===== src/rtl/catch_game_pkg.sv =====
// Shared types and sizing for the LED catcher game: state encoding,
// bus widths and default tuning values for the round controller.
package catch_game_pkg;

  localparam int SCORE_W = 10;
  localparam int TIME_W  = 10;
  localparam int LVL_W   = 2;
  localparam int LED_N   = 16;

  localparam int BASE_PERIOD_DEF       = 4;
  localparam int MIN_PERIOD_DEF        = 1;
  localparam int FREEZE_TICKS_DEF      = 30;
  localparam int GAME_TICKS_DEF        = 600;
  localparam int CATCHES_PER_LEVEL_DEF = 5;
  localparam int MAX_LEVEL_DEF         = 3;
  localparam int SCORE_MAX_DEF         = 999;

  typedef enum logic [1:0] {
    ST_IDLE   = 2'd0,
    ST_PLAY   = 2'd1,
    ST_FREEZE = 2'd2,
    ST_OVER   = 2'd3
  } game_state_e;

endpackage


===== src/rtl/switch_edge_detect.sv =====
// Rising-edge mask for already-synchronous switch inputs; previous-value
// register updates every cycle so the mask is valid in any consumer state.
module switch_edge_detect #(
  parameter int N = 16
) (
  input  logic         clk_10Hz,
  input  logic         rst,
  input  logic [N-1:0] sw_i,
  output logic [N-1:0] rise_o
);

  logic [N-1:0] prev_q;

  always_ff @(posedge clk_10Hz or posedge rst) begin
    if (rst) prev_q <= '0;
    else     prev_q <= sw_i;
  end

  assign rise_o = sw_i & ~prev_q;

endmodule


===== src/rtl/catch_round_controller.sv =====
// Round sequencer for the LED catcher: paces the bouncer, scores catches,
// applies the post-catch freeze, tracks difficulty level and the round timer.
module catch_round_controller
  import catch_game_pkg::*;
#(
  parameter int BASE_PERIOD       = BASE_PERIOD_DEF,
  parameter int MIN_PERIOD        = MIN_PERIOD_DEF,
  parameter int FREEZE_TICKS      = FREEZE_TICKS_DEF,
  parameter int GAME_TICKS        = GAME_TICKS_DEF,
  parameter int CATCHES_PER_LEVEL = CATCHES_PER_LEVEL_DEF,
  parameter int MAX_LEVEL         = MAX_LEVEL_DEF,
  parameter int SCORE_MAX         = SCORE_MAX_DEF
) (
  input  logic               clk_10Hz,
  input  logic               rst,
  input  logic               start,
  input  logic [LED_N-1:0]   switch,
  input  logic [LED_N-1:0]   led_onehot,
  output logic               step,
  output logic               frozen,
  output logic               catch_pulse,
  output logic               miss_pulse,
  output logic [SCORE_W-1:0] score,
  output logic [LVL_W-1:0]   level,
  output logic [TIME_W-1:0]  time_left,
  output logic               game_over
);

  localparam int DIV_W = $clog2(BASE_PERIOD + 1);
  localparam int FRZ_W = $clog2(FREEZE_TICKS + 1);
  localparam int HIT_W = $clog2(CATCHES_PER_LEVEL + 1);

  game_state_e        state_q, state_d;
  logic [DIV_W-1:0]   div_q, div_d;
  logic [FRZ_W-1:0]   freeze_q, freeze_d;
  logic [TIME_W-1:0]  time_q, time_d;
  logic [SCORE_W-1:0] score_q, score_d;
  logic [LVL_W-1:0]   level_q, level_d;
  logic [HIT_W-1:0]   hits_q, hits_d;
  logic               step_q, step_d;
  logic               catch_q, catch_d;
  logic               miss_q, miss_d;
  logic               start_q;

  logic [LED_N-1:0]   edges;
  logic               hit;
  logic               start_rise;
  int                 period_i;
  logic [DIV_W-1:0]   period_m1;

  switch_edge_detect #(.N(LED_N)) u_edge (
    .clk_10Hz (clk_10Hz),
    .rst      (rst),
    .sw_i     (switch),
    .rise_o   (edges)
  );

  assign hit        = |(edges & led_onehot);
  assign start_rise = start & ~start_q;

  // Step period shrinks one tick per level, floored at MIN_PERIOD.
  always_comb begin
    period_i = BASE_PERIOD - int'(level_q);
    if (period_i < MIN_PERIOD) period_i = MIN_PERIOD;
    period_m1 = DIV_W'(period_i - 1);
  end

  always_comb begin
    state_d  = state_q;
    div_d    = div_q;
    freeze_d = freeze_q;
    time_d   = time_q;
    score_d  = score_q;
    level_d  = level_q;
    hits_d   = hits_q;
    step_d   = 1'b0;
    catch_d  = 1'b0;
    miss_d   = 1'b0;
    case (state_q)
      ST_IDLE, ST_OVER: begin
        if (start_rise) begin
          state_d = ST_PLAY;
          time_d  = TIME_W'(GAME_TICKS);
          score_d = '0;
          level_d = '0;
          hits_d  = '0;
          div_d   = '0;
        end
      end
      ST_PLAY: begin
        time_d = time_q - TIME_W'(1);
        if (hit) begin
          catch_d = 1'b1;
          if (score_q != SCORE_W'(SCORE_MAX)) score_d = score_q + SCORE_W'(1);
          if (hits_q == HIT_W'(CATCHES_PER_LEVEL - 1)) begin
            hits_d = '0;
            if (level_q != LVL_W'(MAX_LEVEL)) level_d = level_q + LVL_W'(1);
          end else begin
            hits_d = hits_q + HIT_W'(1);
          end
          div_d    = '0;
          freeze_d = FRZ_W'(FREEZE_TICKS - 1);
          state_d  = ST_FREEZE;
        end else begin
          miss_d = |edges;
          if (div_q == period_m1) begin
            div_d  = '0;
            step_d = 1'b1;
          end else begin
            div_d = div_q + DIV_W'(1);
          end
        end
        // Round expiry wins over freeze entry and swallows a pending step.
        if (time_q == TIME_W'(1)) begin
          state_d = ST_OVER;
          step_d  = 1'b0;
        end
      end
      ST_FREEZE: begin
        time_d = time_q - TIME_W'(1);
        if (time_q == TIME_W'(1))  state_d  = ST_OVER;
        else if (freeze_q == '0)   state_d  = ST_PLAY;
        else                       freeze_d = freeze_q - FRZ_W'(1);
      end
      default: state_d = ST_IDLE;
    endcase
  end

  always_ff @(posedge clk_10Hz or posedge rst) begin
    if (rst) begin
      state_q  <= ST_IDLE;
      div_q    <= '0;
      freeze_q <= '0;
      time_q   <= '0;
      score_q  <= '0;
      level_q  <= '0;
      hits_q   <= '0;
      step_q   <= 1'b0;
      catch_q  <= 1'b0;
      miss_q   <= 1'b0;
      start_q  <= 1'b0;
    end else begin
      state_q  <= state_d;
      div_q    <= div_d;
      freeze_q <= freeze_d;
      time_q   <= time_d;
      score_q  <= score_d;
      level_q  <= level_d;
      hits_q   <= hits_d;
      step_q   <= step_d;
      catch_q  <= catch_d;
      miss_q   <= miss_d;
      start_q  <= start;
    end
  end

  assign step        = step_q;
  assign catch_pulse = catch_q;
  assign miss_pulse  = miss_q;
  assign score       = score_q;
  assign level       = level_q;
  assign time_left   = time_q;
  assign frozen      = (state_q == ST_FREEZE);
  assign game_over   = (state_q == ST_OVER);

endmodule

===== config.mk =====
export PLATFORM = sky130hd
export DESIGN_NAME = catch_round_controller
export DESIGN_NICKNAME = d
export VERILOG_FILES = /design/src/rtl/catch_game_pkg.sv /design/src/rtl/switch_edge_detect.sv /design/src/rtl/catch_round_controller.sv
export SDC_FILE = /design/constraint.sdc
export NUM_CORES = 1
export LEC_CHECK = 0
export CORE_MARGIN = 2
export CORE_UTILIZATION = 55
export DETAILED_ROUTE_END_ITERATION = 6
export PLACE_DENSITY = 0.85
export SYNTH_ARGS = -nofsm -noshare
export SYNTH_HDL_FRONTEND = slang
export SYNTH_SLANG_ARGS = --single-unit
export TNS_END_PERCENT = 50

===== constraint.sdc =====
create_clock -name clk_10Hz -period 4.8 [get_ports clk_10Hz]
set_input_delay 0.96 -clock clk_10Hz [delete_from_list [all_inputs] [get_ports clk_10Hz]]
set_output_delay 0.96 -clock clk_10Hz [all_outputs]
set_load 0.05 [all_outputs]

==> impl_metrics.ini <==
[synthesis]
synth_area_um2 = 3000
synth-xor-area-share = 0.00876
synthCells = 314
synth-simple-area-share = 0.214
synth_seq_cells = 55
yosys_warnings = 0
synth-seq-area-share = 0.459
syn_avg_cell_area_um2 = 9.55
ys.flop_type = dfrtp_1
async_flop_share = 1.00
synth_top_area_cell = dfrtp_1
synthTopCellsByArea = dfrtp_1, ha_1, inv_1, nand3b_1, nand2_1
syn-num-nets = 364
synth_top_family_by_area = simple AND/OR/NAND/NOR gates
synthAdderAreaFrac = 0.0626
synth_edf_count = 0
ys_types = 51
synth_top_area_share = 0.459
synth_compound_area_frac = 0.178
synthMuxAreaShare = 0.0184

[sta]
setup_tns_ps = 0
min_period_ps = 3060
clock.fmax_mhz = 326
maxSlewViolCount = 0
max_slew_margin = 0.557
worst_pin_slew_ps = 660
hold_viol = 0
timing.final.crit_share = 0.638
rsz0062_at_grt = false
finalSetupViolations = 0
whs_ps = 527
skew_ps = 8.39

[detailed_routing]
first_pass_iters = 4
vias = 2607
vias_per_cell = 5.86
ant_nets = 0
first_iter_violations = 221
drc = 0
routed_wl_um = 7100
avgRoutedWirePerCell_um = 16.0

[floorplanning]
start_util = 0.580
die_y_um = 77.8
num_rows = 26
ios = 62
die_area_um2 = 6060
core_um2 = 5170
die-width_um = 77.8

[grt]
grt_max_degree = 40
grt_pass1_wl_um = 12400
use_met3 = 0.0395
antenna_found_initial = 0
overflow = 0
grtUsageMet1 = 0.324
grt_pass1_vias = 2630
top_usage_layer = met2
grtUsageMet2 = 0.430
grt_use_total = 0.255

[hold_path]
worstHoldPathType = register to register

[finish]
fillCellCount = 385
diodes = 0
drive_above_1_share = 0.0533
stdcell_count = 445
syn_to_final_growth_pct = 26.5
fin_util = 0.733
nets = 424

[power]
p_per_area_nw_per_um2 = 528
vdd_drop_max_v = 0.000487
p_leak_nw = 1.62

[setup_path]
worstSetupPathType = register to output port
crit_arrival_ps = 2100
end_kind = output port
worstPathMaxFanout = 10
start_kind = register
regToRegSetupSlack_ps = 2110
critPathRequiredTime_ps = 3840

[clock_network]
root_buffer = clkbuf_8
cts_setup_buffers = 0
holdBufCountCts = 0
clk_transition_reported_paths_ps = 100
cts_made_buffers = 5
ctsResizeCount = 0
h-tree-depth = 2
clk_latency_ps = 310
clockBufferDepth = 2
cts_tree = yes
clock_sinks = 55

[placed_design]
place_congestion = 0.875
portBuffers = 61
dp.cells = 437
dp_hpwl_um = 5160

[job]
maxCapViolations = 0

[status]
status = finished, final reports clean
cells in the mapped netlist, types with 2 or more instances:
cell       number
or3_1           5
nand4_1         6
nor4_1          2
and3_1          3
nor2_1         13
o22ai_1         7
nand2b_1        6
o21ai_0        11
buf_2           4
o221ai_1        2
nand4b_1        2
a31oi_1         8
clkbuf_1        8
a22o_1          2
o2111ai_1       2
inv_1          34
nor3_1         14
a211oi_1        5
a21oi_1        10
o22a_1          2
nand3b_1       17
a211o_1         2
a21o_1          2
o311ai_0        3
nand3_1         9
ha_1           15
a221oi_1        2
xor2_1          3
o211ai_1        5
nand2_1        29
or4_1           4
mux2i_1         4
dfrtp_1        55
sequential cells by signal (all words and copies together) (netlist names):
signal         cells
catch_pulse        1
div_q              3
freeze_q           5
hits_q             3
level              2
miss_pulse         1
score             10
start_q            1
state_q            2
step               1
time_left         10
u_edge.prev_q     16
metal layers:
metal	vias up	wire length [um]
met1	1248	3000
li1	1262	-
met3	14	289
met2	83	3640
met5	-	0
met4	0	179
critical path, cell delays in order, from the launching register on:
cell             delay (ps)
dfrtp_1                 420
inv_1                   100
ha_1                    390
clkdlybuf4s50_1         880
through the flow:
stage	total power (W)	instance area, um^2	setup WS (ps)
floorplan	0.00138	3000	2380
global placement	0.00165	3680	1680
detailed placement	0.00168	3680	1610
CTS	0.00201	3790	1730
global route	0.00214	3790	1640
finish	0.00200	3790	1740
where the power goes:
part	switching, W	internal [W]
Sequential	0.000110	0.000558
Clock	0.000153	0.000169
Combinational	0.000647	0.000367
Total	0.000910	0.00109
layout make-up:
class | instances | area [um^2] | area share
multi-input combinational | 213 | 1440 | 0.381
sequential | 55 | 1380 | 0.363
timing repair buffer | 65 | 641 | 0.169
inverter | 34 | 128 | 0.0336
tap | 70 | 87.6 | 0.0231
clock buffer | 6 | 82.6 | 0.0218
clock inverter | 2 | 35.0 | 0.00923
kinds of logic (layout without fill, tap and decap cells):
family                   after synthesis  in the layout
AO/OA/AOI/OAI                         75             75
flip-flops                            55             55
XOR/XNOR                               3              3
multiplexers                           5              5
adder cells (fa/ha/maj)               15             15
AND/OR/NAND/NOR                      115            115
buffers and inverters                 46            107
cell usage in the layout, fill, tap and decap left out, types with 7 or more instances in the layout:
master	netlist	final
ha_1	15	15
nand3_1	9	9
o22ai_1	7	7
dfrtp_1	55	55
nor2_1	13	13
nand2_1	29	29
nand3b_1	17	17
o21ai_0	11	11
clkdlybuf4s50_1	0	61
a31oi_1	8	8
a21oi_1	10	10
inv_1	34	33
nor3_1	14	14
path summary, 6_finish.rpt:
check                             startpoint               end  cells past startpoint
worst max-delay path              state_q[0]            frozen                      3
worst min-delay path            time_left[9]      time_left[9]                      1
worst max register to register    state_q[0]          score[7]                      8
worst min register to register  time_left[9]      time_left[9]                      1
max in group asynchronous                rst          score[9]                      3
min in group asynchronous                rst  u_edge.prev_q[6]                      2
Power figures use the tool's default switching activity.
